===== config.mk =====
export PLATFORM = sky130hd
export DESIGN_NAME = softex_tcdm_splitter
export DESIGN_NICKNAME = d
export VERILOG_FILES = /design/src/rtl/softex_tcdm_splitter.sv
export SDC_FILE = /design/constraint.sdc
export NUM_CORES = 1
export LEC_CHECK = 0
export ABC_AREA = 1
export CAP_MARGIN = 5
export CORE_AREA = 2 2 289 291
export CTS_BUF_LIST = sky130_fd_sc_hd__clkbuf_8 sky130_fd_sc_hd__clkbuf_16
export DETAILED_ROUTE_END_ITERATION = 12
export DIE_AREA = 0 0 291 293
export GPL_ROUTABILITY_DRIVEN = 0
export GPL_TIMING_DRIVEN = 0
export PLACE_DENSITY = 0.63
export SLEW_MARGIN = 20
export SYNTH_ARGS = -nofsm -noshare
export SYNTH_HDL_FRONTEND = slang
export SYNTH_SLANG_ARGS = --single-unit

===== constraint.sdc =====
create_clock -name clk_i -period 2.3 [get_ports clk_i]
set_input_delay 0.46 -clock clk_i [delete_from_list [all_inputs] [get_ports clk_i]]
set_output_delay 0.46 -clock clk_i [all_outputs]
set_load 0.01 [all_outputs]

===== src/rtl/softex_tcdm_splitter.sv =====
// softex_tcdm_splitter
// Takes one wide HCI request and issues it as MP 32-bit TCDM requests. Narrow
// grants may arrive in any cycle; a grant mask tracks which ports are done.
// Narrow read responses are queued per port and merged into one wide response
// once every port has data. A credit counter caps outstanding wide reads at DEPTH.
//
// Ports
//   clk_i, rst_i           clock, synchronous active-high reset
//   wide_req_i/gnt_o       wide request handshake (gnt is combinational in IDLE)
//   wide_add_i/wen_i/be_i/data_i/id_i   wide request payload (wen=1 means read)
//   wide_r_valid_o/ready_i wide response handshake
//   wide_r_data_o/id_o     reassembled read data and its transaction ID
//   tcdm_req_o/gnt_i       per-port narrow request handshake
//   tcdm_add_o/wen_o/be_o/data_o        per-port narrow payload (registered)
//   tcdm_r_ready_o         per-port response ready, always 1
//   tcdm_r_valid_i/data_i  per-port narrow read response
//   busy_o                 request in flight or reads outstanding
module softex_tcdm_splitter #(
  parameter int unsigned MP    = 4,
  parameter int unsigned AW    = 32,
  parameter int unsigned IW    = 8,
  parameter int unsigned DEPTH = 4,
  localparam int unsigned DW   = MP * 32
) (
  input  logic             clk_i,
  input  logic             rst_i,
  input  logic             wide_req_i,
  output logic             wide_gnt_o,
  input  logic [AW-1:0]    wide_add_i,
  input  logic             wide_wen_i,
  input  logic [DW/8-1:0]  wide_be_i,
  input  logic [DW-1:0]    wide_data_i,
  input  logic [IW-1:0]    wide_id_i,
  output logic             wide_r_valid_o,
  input  logic             wide_r_ready_i,
  output logic [DW-1:0]    wide_r_data_o,
  output logic [IW-1:0]    wide_r_id_o,
  output logic [MP-1:0]    tcdm_req_o,
  input  logic [MP-1:0]    tcdm_gnt_i,
  output logic [MP*32-1:0] tcdm_add_o,
  output logic [MP-1:0]    tcdm_wen_o,
  output logic [MP*4-1:0]  tcdm_be_o,
  output logic [MP*32-1:0] tcdm_data_o,
  output logic [MP-1:0]    tcdm_r_ready_o,
  input  logic [MP-1:0]    tcdm_r_valid_i,
  input  logic [MP*32-1:0] tcdm_r_data_i,
  output logic             busy_o
);

  localparam int unsigned PW = $clog2(DEPTH);      // FIFO index width
  localparam int unsigned CW = $clog2(DEPTH + 1);  // credit counter width
  localparam logic [CW-1:0] CNT_MAX = CW'(DEPTH);
  localparam logic [CW-1:0] CNT_ONE = CW'(1);
  localparam logic [PW:0]   PTR_ONE = (PW + 1)'(1);

  typedef enum logic {
    IDLE,
    ISSUE
  } state_e;

  state_e            state_q, state_d;
  logic [MP-1:0]     mask_q, mask_d;
  logic [MP-1:0]     granted;
  logic [AW-1:0]     add_q;
  logic              wen_q;
  logic [DW/8-1:0]   be_q;
  logic [DW-1:0]     data_q;
  logic [CW-1:0]     cnt_q;
  logic              rd_accept;
  logic              pop;
  logic [MP-1:0]     port_valid;

  // ---------------------------------------------------------------------------
  // Control FSM
  // ---------------------------------------------------------------------------
  always_comb begin
    // NOTE: every output of this block gets a default first, so no path
    // leaves a signal unassigned and no latch is inferred.
    state_d    = state_q;
    mask_d     = mask_q;
    wide_gnt_o = 1'b0;
    tcdm_req_o = '0;
    granted    = '0;
    case (state_q)
      IDLE: begin
        // Writes never consume a credit, so they are accepted even when full.
        wide_gnt_o = wide_req_i & (~wide_wen_i | (cnt_q < CNT_MAX));
        if (wide_gnt_o) state_d = ISSUE;
      end
      ISSUE: begin
        tcdm_req_o = ~mask_q;
        granted    = tcdm_req_o & tcdm_gnt_i;
        if ((mask_q | granted) == {MP{1'b1}}) begin
          mask_d  = '0;
          state_d = IDLE;
        end else begin
          mask_d = mask_q | granted;
        end
      end
      default: state_d = IDLE;
    endcase
  end

  assign rd_accept      = wide_gnt_o & wide_wen_i;
  assign pop            = wide_r_valid_o & wide_r_ready_i;
  assign wide_r_valid_o = &port_valid;
  assign busy_o         = (state_q != IDLE) | (cnt_q != '0);
  assign tcdm_r_ready_o = '1;

  // NOTE: state is updated with non-blocking assignments so every register
  // samples the pre-edge values, independent of block evaluation order.
  always_ff @(posedge clk_i) begin
    if (rst_i) begin
      state_q <= IDLE;
      mask_q  <= '0;
      cnt_q   <= '0;
      add_q   <= '0;
      wen_q   <= 1'b0;
      be_q    <= '0;
      data_q  <= '0;
    end else begin
      state_q <= state_d;
      mask_q  <= mask_d;
      if (wide_gnt_o) begin
        add_q  <= wide_add_i;
        wen_q  <= wide_wen_i;
        be_q   <= wide_be_i;
        data_q <= wide_data_i;
      end
      case ({rd_accept, pop})
        2'b10:   cnt_q <= cnt_q + CNT_ONE;
        2'b01:   cnt_q <= cnt_q - CNT_ONE;
        default: cnt_q <= cnt_q;
      endcase
    end
  end

  // ---------------------------------------------------------------------------
  // ID FIFO: one entry per accepted read, popped with the wide response
  // ---------------------------------------------------------------------------
  logic [IW-1:0] id_mem [DEPTH];
  logic [PW:0]   id_wptr, id_rptr;
  logic          id_full;

  assign id_full     = (id_wptr[PW] != id_rptr[PW]) && (id_wptr[PW-1:0] == id_rptr[PW-1:0]);
  assign wide_r_id_o = id_mem[id_rptr[PW-1:0]];

  always_ff @(posedge clk_i) begin
    if (rst_i) begin
      id_wptr <= '0;
      id_rptr <= '0;
    end else begin
      if (rd_accept) id_wptr <= id_wptr + PTR_ONE;
      if (pop)       id_rptr <= id_rptr + PTR_ONE;
    end
  end

  // NOTE: FIFO storage is not reset; the cleared pointers mark it empty, so
  // stale contents are never observed.
  always_ff @(posedge clk_i) begin
    if (rd_accept) id_mem[id_wptr[PW-1:0]] <= wide_id_i;
  end

  a_id_no_overflow: assert property (@(posedge clk_i) disable iff (rst_i) !(rd_accept && id_full));

  // ---------------------------------------------------------------------------
  // Per-port narrow payload and response FIFO
  // ---------------------------------------------------------------------------
  for (genvar i = 0; i < MP; i++) begin : g_port
    logic [31:0]   mem [DEPTH];
    logic [PW:0]   wptr, rptr;
    logic [CW-1:0] pend;   // narrow reads granted on this port, response not yet seen
    logic          push;
    logic          rd_granted;
    logic          full;
    logic [AW-1:0] port_add;

    assign port_add                 = add_q + AW'(4 * i);
    assign tcdm_add_o[i*32 +: 32]   = 32'(port_add);
    assign tcdm_wen_o[i]            = wen_q;
    assign tcdm_be_o[i*4 +: 4]      = be_q[i*4 +: 4];
    assign tcdm_data_o[i*32 +: 32]  = data_q[i*32 +: 32];

    // Responses are only accepted while this port owes read data; write
    // responses and anything arriving after a reset find pend==0 and are dropped.
    assign rd_granted = granted[i] & wen_q;
    assign push       = tcdm_r_valid_i[i] & (pend != '0);
    assign full       = (wptr[PW] != rptr[PW]) && (wptr[PW-1:0] == rptr[PW-1:0]);

    assign port_valid[i]             = (wptr != rptr);
    assign wide_r_data_o[i*32 +: 32] = mem[rptr[PW-1:0]];

    always_ff @(posedge clk_i) begin
      if (rst_i) begin
        wptr <= '0;
        rptr <= '0;
        pend <= '0;
      end else begin
        if (push) wptr <= wptr + PTR_ONE;
        if (pop)  rptr <= rptr + PTR_ONE;
        case ({rd_granted, push})
          2'b10:   pend <= pend + CNT_ONE;
          2'b01:   pend <= pend - CNT_ONE;
          default: pend <= pend;
        endcase
      end
    end

    always_ff @(posedge clk_i) begin
      if (push) mem[wptr[PW-1:0]] <= tcdm_r_data_i[i*32 +: 32];
    end

    a_port_no_overflow: assert property (@(posedge clk_i) disable iff (rst_i) !(push && full));
  end

endmodule


==> metrics.yaml, run 1 <==
yosys-top-cells-count: "nor2_1, edfxtp_1, o21ai_0"
cp_max_fo: 4
die_height_um: 293
rsz0062_at_grt: "yes"
drt_iter0_markers: 1801
drive_gt1_frac: 0.3499
clock_latency_ns: 0.65
hold_depth: 2
hold_viol: 0
synth_flop_cell: "edfxtp_1"
fin_util: 0.6032
grt_usage: 0.2739
synth-edff-count: 544
regArea_um2: 21150
ios: 748
regToRegSetupSlack_ns: 0.15
drv_slew: 0
wirelength_um: 128200
critPathKind: "reg -> out"
setup_ws_ns: -0.6456
cts_root_buf: "clkbuf_16"
crit_arrival_ns: 2.49
power.leakage_nw: 18.54
fmax_mhz: 339.5
status: "finished, violations left"
ys_types: 38
final_design_area_no_fill_um2: 49370
p_per_area_nw_per_um2: 671.9
grt_max_degree: 24
clk_pin_slew_ns: 0.08
rr_worst_depth: 15
initial_utilization: 0.3745
yosysWarnings: 0
portBuffers: 741
first_pass_iters: 5
syn-instance-count: 2765
drc_errors: 0
placed_area_um2: 39950
htree_levels: 3
yosysSeqAreaShare: 0.6863
grt_pass1_vias: 25080
crit_end: "tcdm_add_o[60]"
fin_crit_ns: 2.946
hp-class: "in -> reg"
vdd_drop_max_mv: 0.6877
cts_hold_buf: 0
syn_to_final_growth_pct: 61.05
cts_buffers: 82
dp_hpwl_um: 85770
worstPathRequired_ns: 1.84
die_area_um2: 85260
cp-startpoint: "add_q[9]"
fill_cells: 6395
clock_sinks: 779
clockBufferDepth: 3
async_reset_ff_frac: 0
pre_cts_slack_ns: -1.072
vias_per_cell: 5.223
routedWlPerCell_um: 25.40
synth_area_um2: 30660
die_x_um: 291
antenna_found_initial: 60
synth_area_leaders: "edfxtp_1, dfxtp_1, nor2_1"
grt_pass1_wl_um: 170300
ys_ff_latch: 779
finalCritPeriodShare: 1.281
cts_tree: "yes"
fin_skew_ns: 0.04089
nets: 4228
avgSynthCellArea_um2: 11.09
hold_ws_ns: 0.3054
worst_pin_slew_ns: 0.9353
fp-row-count: 105
rr_endpoint: "cnt_q[2]"
setup_viol: 184
start_kind: "register"
core_area_um2: 81850
slew_headroom: 0.3765
grt_overflow: 0
synth.most_common_cell: "nor2_1"
netlist.top_cell.by_area: "edfxtp_1"
maxCapViolCount: 0
violations: "negative setup slack"
crit_path_end_kind: "output pin"
synth_top_area_share: 0.5329
multi_input_area_um2: 11730
ant_nets: 0
r2r-start: "g_port[3].rptr[0]"
num_vias: 26360
## worst min path at each step
stage                      start           endpoint  slack, ns
2_1_floorplan  g_port[0].pend[2]  g_port[0].pend[2]       0.44
3_3_place_gp   g_port[0].pend[2]  g_port[0].pend[2]       0.45
3_5_place_dp   g_port[1].pend[2]  g_port[1].pend[2]       0.47
4_1_cts                    rst_i  g_port[1].pend[1]       0.28
5_1_grt                    rst_i  g_port[0].pend[1]       0.31
6_report                   rst_i  g_port[1].pend[1]       0.31
## sequential cells by signal (all words and copies together), names as in the netlist, named ones only
register,count
g_port.mem,512
tcdm_data_o,128
add_q,32
id_mem,32
tcdm_be_o,16
g_port.pend,12
g_port.rptr,12
g_port.wptr,12
mask_q,4
cnt_q,3
id_rptr,2
id_wptr,2
state_q,1
wen_q,1
## timing repair
action,in CTS,in global routing
endpoints found under the hold margin,0,0
cloned,10,29
endpoints found under the setup margin,275,221
resized for setup,1760,705
pin swaps,171,225
setup buffers,148,83
## layer usage
metal  global-route usage  vias to the layer above  routed length [µm]  part of all wire
li1                     -                    11850                   -                 -
met1               0.3031                    12830               44970              0.35
met2               0.4629                     1240               62540              0.49
met3              0.07678                      427               10740             0.084
met4               0.1807                       10                9869             0.077
met5                    0                        -                  61           0.00048
## where the power goes
group          internal (W)  switching, W
logic               0.00175       0.00192
registers            0.0153      0.000260
clock network       0.00807       0.00584
total                0.0252       0.00802
## area by class of cell
class | count | share of cell area
clock inverter | 66 | 0.01480
buffer | 168 | 0.03718
multi-input combinational | 1690 | 0.2376
inverter | 127 | 0.01282
sequential | 779 | 0.4284
antenna | 44 | 0.002230
timing repair inverter | 6 | 0.001875
clock buffer | 85 | 0.04263
timing repair buffer | 1011 | 0.1953
tap | 1070 | 0.02712
## cells by family (layout without fill, tap and decap cells)
| kind of cell | Yosys count | count (layout) | synth area share |
|---|---|---|---|
| XOR/XNOR | 84 | 84 | 0.02424 |
| buffers and inverters | 299 | 1463 | 0.03988 |
| adder cells (fa/ha/maj) | 38 | 38 | 0.01673 |
| AO/OA/AOI/OAI | 688 | 688 | 0.1186 |
| flip-flops | 779 | 779 | 0.6863 |
| other | 1 | 48 | 0.0001223 |
| AND/OR/NAND/NOR | 876 | 876 | 0.1140 |
## worst max-delay path, cell delays in order, from the launching register on
cell and delay (ns):
dfxtp_4 0.40, buf_6 0.12, nand2_4 0.05, nor3_4 0.23, buf_4 0.16, buf_6 0.11
nand2_4 0.06, inv_2 0.06, nand2_2 0.08, xor2_2 0.34, buf_2 0.21
## through the flow
step	TNS [ns]	power, W	cells
2_1_floorplan	-41.87	0.01695	2768
3_3_place_gp	-890.82	0.01915	4579
3_5_place_dp	-141.72	0.01918	4596
4_1_cts	-31.55	0.03310	4905
5_1_grt	-47.28	0.03413	5040
6_report	-32.49	0.03317	5046
## cell usage in the layout, fill, tap and decap left out, types with 16 or more instances in the layout
cell | synthesis | routed
nor2_4 | 1 | 110
inv_1 | 117 | 102
nor2_2 | 9 | 83
o21ai_4 | 0 | 41
buf_12 | 0 | 37
nand2_2 | 4 | 24
buf_6 | 0 | 108
o22ai_2 | 0 | 86
dfxtp_4 | 0 | 22
nor2_1 | 682 | 499
xor2_1 | 70 | 50
ha_1 | 33 | 28
o21ai_1 | 2 | 54
xor2_2 | 1 | 19
buf_2 | 18 | 183
diode_2 | 0 | 44
buf_4 | 20 | 169
clkbuf_16 | 0 | 122
nand3_1 | 29 | 16
nand2_4 | 0 | 17
nand2_1 | 122 | 73
dfxtp_1 | 235 | 190
o21ai_2 | 0 | 109
clkdlybuf4s50_1 | 0 | 509
dfxtp_2 | 0 | 23
o22ai_1 | 136 | 48
edfxtp_1 | 544 | 544
buf_8 | 0 | 29
clkbuf_1 | 122 | 52
a21oi_1 | 68 | 67
clkbuf_8 | 0 | 21
inv_2 | 6 | 22
o21ai_0 | 478 | 276
(Power assumes the default switching activity.)
==> run 2: changes to the inputs <==
- SKIP_LAST_GASP: not set -> 1
==> run 2 against run 1 <==
  * The flow still finishes with violations (negative setup slack)
  * Routed wire length shrank 0.86%
  * Via count shrank 0.38%
  * Register-to-register slack about the same
  * Die area is the same
  * Worst hold slack better by 0.0048 ns
  * Clock-buffer cell count stayed put
  * Maximum frequency increased by 5.5%
  * Sequential power about the same
  * Utilization down 0.35 points
  * Flip-flop and latch count unchanged
==> metrics.yaml, run 2 (synthesized netlist as in run 1, its figures left out) <==
status: "finished, violations left"
violations: "negative setup slack"
p_int_w: 0.02516
worst_pin_slew_ns: 0.9707
power.switching_w: 0.007984
portBuffers: 741
largest_reg_flops: 512
power_frac_clock: 0.419
vdd_drop_max_mv: 0.6888
crit_path_end_kind: "output pin"
fp-row-count: 105
pre_cts_slack_ns: -1.072
power_frac_comb: 0.110
cts_root_buf: "clkbuf_16"
grt_pass1_vias: 24970
rsz0062_at_grt: "yes"
drt_iter0_markers: 1710
vias_per_cell: 5.208
worstPathRequired_ns: 1.84
drc_errors: 0
regArea_um2: 21160
clk_pin_slew_ns: 0.06
num_vias: 26260
grtUsageMet3: 0.07383
swShare: 0.2409
setup_ws_ns: -0.4930
dp_hpwl_um: 85770
final_design_area_no_fill_um2: 49080
wirelength_um: 127100
antenna_found_initial: 63
drv_slew: 0
clockBufferDepth: 3
slew_headroom: 0.3528
finalCritPeriodShare: 1.214
placed_area_um2: 39950
met1_usage: 0.3026
core_area_um2: 81850
htree_levels: 3
maxCapViolCount: 0
cp_max_fo: 4
fin_util: 0.5997
clock_sinks: 779
setup_viol: 168
grt_usage: 0.2729
initial_utilization: 0.3745
hold_ws_ns: 0.3103
power.leakage_nw: 18.37
critPathKind: "reg -> out"
grt_overflow: 0
drive_gt1_frac: 0.3441
fill_cells: 6460
die_x_um: 291
ant_nets: 0
layout.cells.non_filler: 5041
nets: 4222
cts_hold_buf: 0
cts_buffers: 82
hp-class: "in -> reg"
layout_common_cells: "edfxtp_1, clkdlybuf4s50_1, nor2_1"
syn_to_final_growth_pct: 60.12
p_seq_frac: 0.471
start_kind: "register"
hold_viol: 0
die_area_um2: 85260
multi_input_area_um2: 11600
crit_arrival_ns: 2.33
use_met2: 0.4605
die_height_um: 293
grt_max_degree: 24
place_inst: 4596
busiest_layer: "met2"
p_per_area_nw_per_um2: 675.2
cts_tree: "yes"
first_pass_iters: 6
fmax_mhz: 358.0
ios: 748
routedWlPerCell_um: 25.21
fin_skew_ns: 0.03777
clock_latency_ns: 0.65
fin_crit_ns: 2.793
grt_pass1_wl_um: 169600
mostFrequentLayoutCell: "edfxtp_1"
[run 2: metrics by stage]
| step | TNS [ns] | power [W] |
|---|---|---|
| after floorplan | -41.87 | 0.01695 |
| after global placement | -890.82 | 0.01915 |
| after detailed placement | -141.72 | 0.01918 |
| after CTS | -32.74 | 0.03310 |
| after global routing | -45.91 | 0.03409 |
| final | -30.60 | 0.03314 |
[run 2: repair_timing]
item,CTS,global route
pin swaps,168,230
setup buffers,148,81
gates cloned,10,27
resized for setup,1727,684
endpoints found under the setup margin,275,221
[run 2: final cells by class]
class,instances,area share
Timing Repair inverter,5,0.001453
Antenna cell,45,0.002294
Sequential cell,779,0.4310
Buffer,166,0.03683
Tap cell,1070,0.02727
Inverter,127,0.01259
Clock inverter,66,0.01489
Clock buffer,85,0.04288
Timing Repair Buffer,1008,0.1945
Multi-Input combinational cell,1690,0.2363
[run 2: worst max-delay path, cell delays in order (launching register included)]
cell,delay (ns)
dfxtp_4,0.39
buf_8,0.11
clkinvlp_4,0.13
ha_4,0.21
nor2_4,0.11
inv_2,0.08
nor2_4,0.15
nand2_2,0.10
nor2_2,0.12
xor2_1,0.14
buf_2,0.15
[run 2: path summary, 6_finish.rpt]
kind              slack, ns                 to              start  cells after the start
setup / recovery      -0.49    tcdm_add_o[124]           add_q[2]                     10
hold / removal         0.31  g_port[1].pend[1]              rst_i                      2
setup reg to reg       0.14           cnt_q[2]  g_port[3].rptr[0]                     15
hold reg to reg        0.48          mask_q[0]          mask_q[0]                      2
[run 2: power groups by stage]
stage	clock [W]	combinational, W	sequential, W
2_1_floorplan	0	0.000996	0.0160
3_3_place_gp	0	0.00329	0.0159
3_5_place_dp	0	0.00331	0.0159
4_1_cts	0.0141	0.00345	0.0156
5_1_grt	0.0146	0.00384	0.0156
6_report	0.0139	0.00365	0.0156
[run 2: routing by layer]
metal  wire (µm)  vias up
li1            -    11830
met1       45140    12820
met2       62070     1206
met3       10130      391
met4        9676       10
met5          58        -
==> run 3: changes to the inputs <==
- MAX_ROUTING_LAYER: not set -> met4
==> run 3 against run 2 <==
  * The flow still finishes with violations (negative setup slack)
  * Clock skew grew 0.0031 ns
  * Critical path depth shrank 1
  * Utilization shrank 0.17 points
  * Flip-flop and latch count is the same
  * Critical endpoint is now tcdm_add_o[127]
  * Cell count is essentially flat
  * Global-route usage grew 0.82 points
  * Sequential power is essentially flat
  * Clock-buffer cell count is the same
  * Power is essentially flat
  * Critical path type unchanged
  * Register-to-register slack is essentially flat
==> metrics.yaml, run 3 (synthesized netlist as in run 1, its figures left out) <==
path_delay_family: "simple AND/OR/NAND/NOR gates"
crit_arrival_ns: 2.35
critPathBufInv: 2
ant_nets: 0
grt_pass1_wl_um: 169200
wirelength_um: 126700
min_to: "g_port[1].pend[1]"
drt_iter0_markers: 1764
routedWlPerCell_um: 25.15
rsz0062_at_grt: "yes"
power.leakage_nw: 18.35
syn_to_final_growth_pct: 59.65
cts_buffers: 82
ios: 748
portBuffers: 741
initial_utilization: 0.3745
htree_levels: 3
rr_endpoint: "cnt_q[2]"
fill_cells: 6479
die_area_um2: 85260
mostFrequentLayoutCell: "edfxtp_1"
final_design_area_no_fill_um2: 48940
setup_viol: 176
grt_usage: 0.2810
clockBufferDepth: 3
slew_headroom: 0.3968
first_pass_iters: 5
nets: 4211
worstHoldStart: "rst_i"
cts_tree: "yes"
fin_crit_ns: 2.814
clk_pin_slew_ns: 0.06
finalCritPeriodShare: 1.223
place_inst: 4596
dp_hpwl_um: 85770
power_w: 0.03311
violations: "negative setup slack"
drive_gt1_frac: 0.3418
crit_path_end_kind: "output pin"
drv_slew: 0
worstPathRequired_ns: 1.84
placed_area_um2: 39950
start_kind: "register"
vdd_drop_max_mv: 0.6876
cp_slowest_cell: "dfxtp_4"
hold_ws_ns: 0.2990
layout_common_cells: "edfxtp_1, clkdlybuf4s50_1, nor2_1"
setup_ws_ns: -0.5139
grt_overflow: 0
fmax_mhz: 355.4
clock_sinks: 779
layout.cells.non_filler: 5037
drc_errors: 0
largest_reg_flops: 512
worst_pin_slew_ns: 0.9048
die_height_um: 293
critPathKind: "reg -> out"
maxCapViolCount: 0
die_x_um: 291
cp_max_fo: 4
num_vias: 26310
fin_skew_ns: 0.04087
grt_max_degree: 24
antenna_found_initial: 63
core_area_um2: 81850
cp_cell_sequence: "buf_4 -> ha_4 -> nand2_4 -> nand2_8 -> nand3_4 -> nor2_4 -> nand2_2 -> xor2_2 -> buf_2"
hold_viol: 0
clock_latency_ns: 0.65
cts_hold_buf: 0
cts_root_buf: "clkbuf_16"
hold_depth: 2
p_per_area_nw_per_um2: 676.6
r2r-start: "g_port[3].wptr[0]"
vias_per_cell: 5.223
grt_pass1_vias: 25010
regToRegSetupSlack_ns: 0.13
rr_worst_depth: 15
fp-row-count: 105
slowest_delay_ns: 0.41
status: "finished, violations left"
fin_util: 0.5980
hp-class: "in -> reg"
==> run 3: worst reg2reg max path, stage by stage (launching register included) <==
cell and delay (ns):
dfxtp_4 0.36, inv_2 0.06, nand2_1 0.06, nand2_1 0.04
nand3_1 0.10, nand2_2 0.08, nor2_4 0.17, nand2_4 0.09
inv_6 0.10, ha_4 0.14, inv_4 0.04, fa_2 0.40
a21oi_2 0.15, o21ai_2 0.07, o21ai_1 0.13, a21oi_1 0.05
==> run 3: stage by stage <==
stage	setup TNS (ns)	worst slack, ns
floorplan	-41.87	-0.1454
finish	-30.19	-0.5139
CTS	-32.74	-0.4706
global placement	-890.82	-2.231
global route	-45.28	-0.5611
detailed placement	-141.72	-1.072
==> run 3: repair_timing <==
item / CTS / global route
pin swaps: 168 / 215
setup endpoints to repair: 275 / 221
gates cloned: 10 / 27
setup buffers: 148 / 70
gates resized for setup: 1727 / 671
==> run 3: per-layer routing <==
| metal | wire length, µm | vias to the layer above | GRT usage |
|---|---|---|---|
| met1 | 44610 | 12820 | 0.3028 |
| met3 | 10530 | 416 | 0.07330 |
| met2 | 61980 | 1266 | 0.4620 |
| li1 | - | 11810 | - |
| met5 | 0 | - | - |
| met4 | 9574 | 0 | 0.1808 |
==> run 3: worst max-delay path by stage <==
stage                     cells past startpoint  slack, ns                   end         startpoint
final                                         9      -0.51       tcdm_add_o[127]           add_q[4]
after global routing                          9      -0.56       tcdm_add_o[122]          add_q[16]
after CTS                                     9      -0.47        tcdm_add_o[59]          add_q[15]
after detailed placement                      9      -1.07       tcdm_add_o[126]           add_q[2]
after global placement                        3      -2.23  g_port[3].mem[0][17]  tcdm_r_valid_i[3]
after floorplan                               2      -0.15   g_port[0].mem[0][0]  tcdm_r_valid_i[0]
==> run 3: layout make-up <==
type	count	area (µm²)	area share
clock buffer	85	2105	0.04300
sequential	779	21150	0.4322
multi-input combinational	1690	11560	0.2362
clock inverter	66	730.7	0.01493
timing repair buffer	997	9424	0.1926
tap	1070	1339	0.02735
antenna	52	130.1	0.002659
inverter	127	618.1	0.01263
timing repair inverter	5	76.32	0.001559
buffer	166	1809	0.03697
==> run 3: power breakdown <==
part / leakage (nW) / switching (W) / total (W) / internal [W]
Combinational: 10.0 / 0.00190 / 0.00363 / 0.00174
Clock: 1.45 / 0.00581 / 0.0139 / 0.00807
Sequential: 6.85 / 0.000266 / 0.0156 / 0.0153
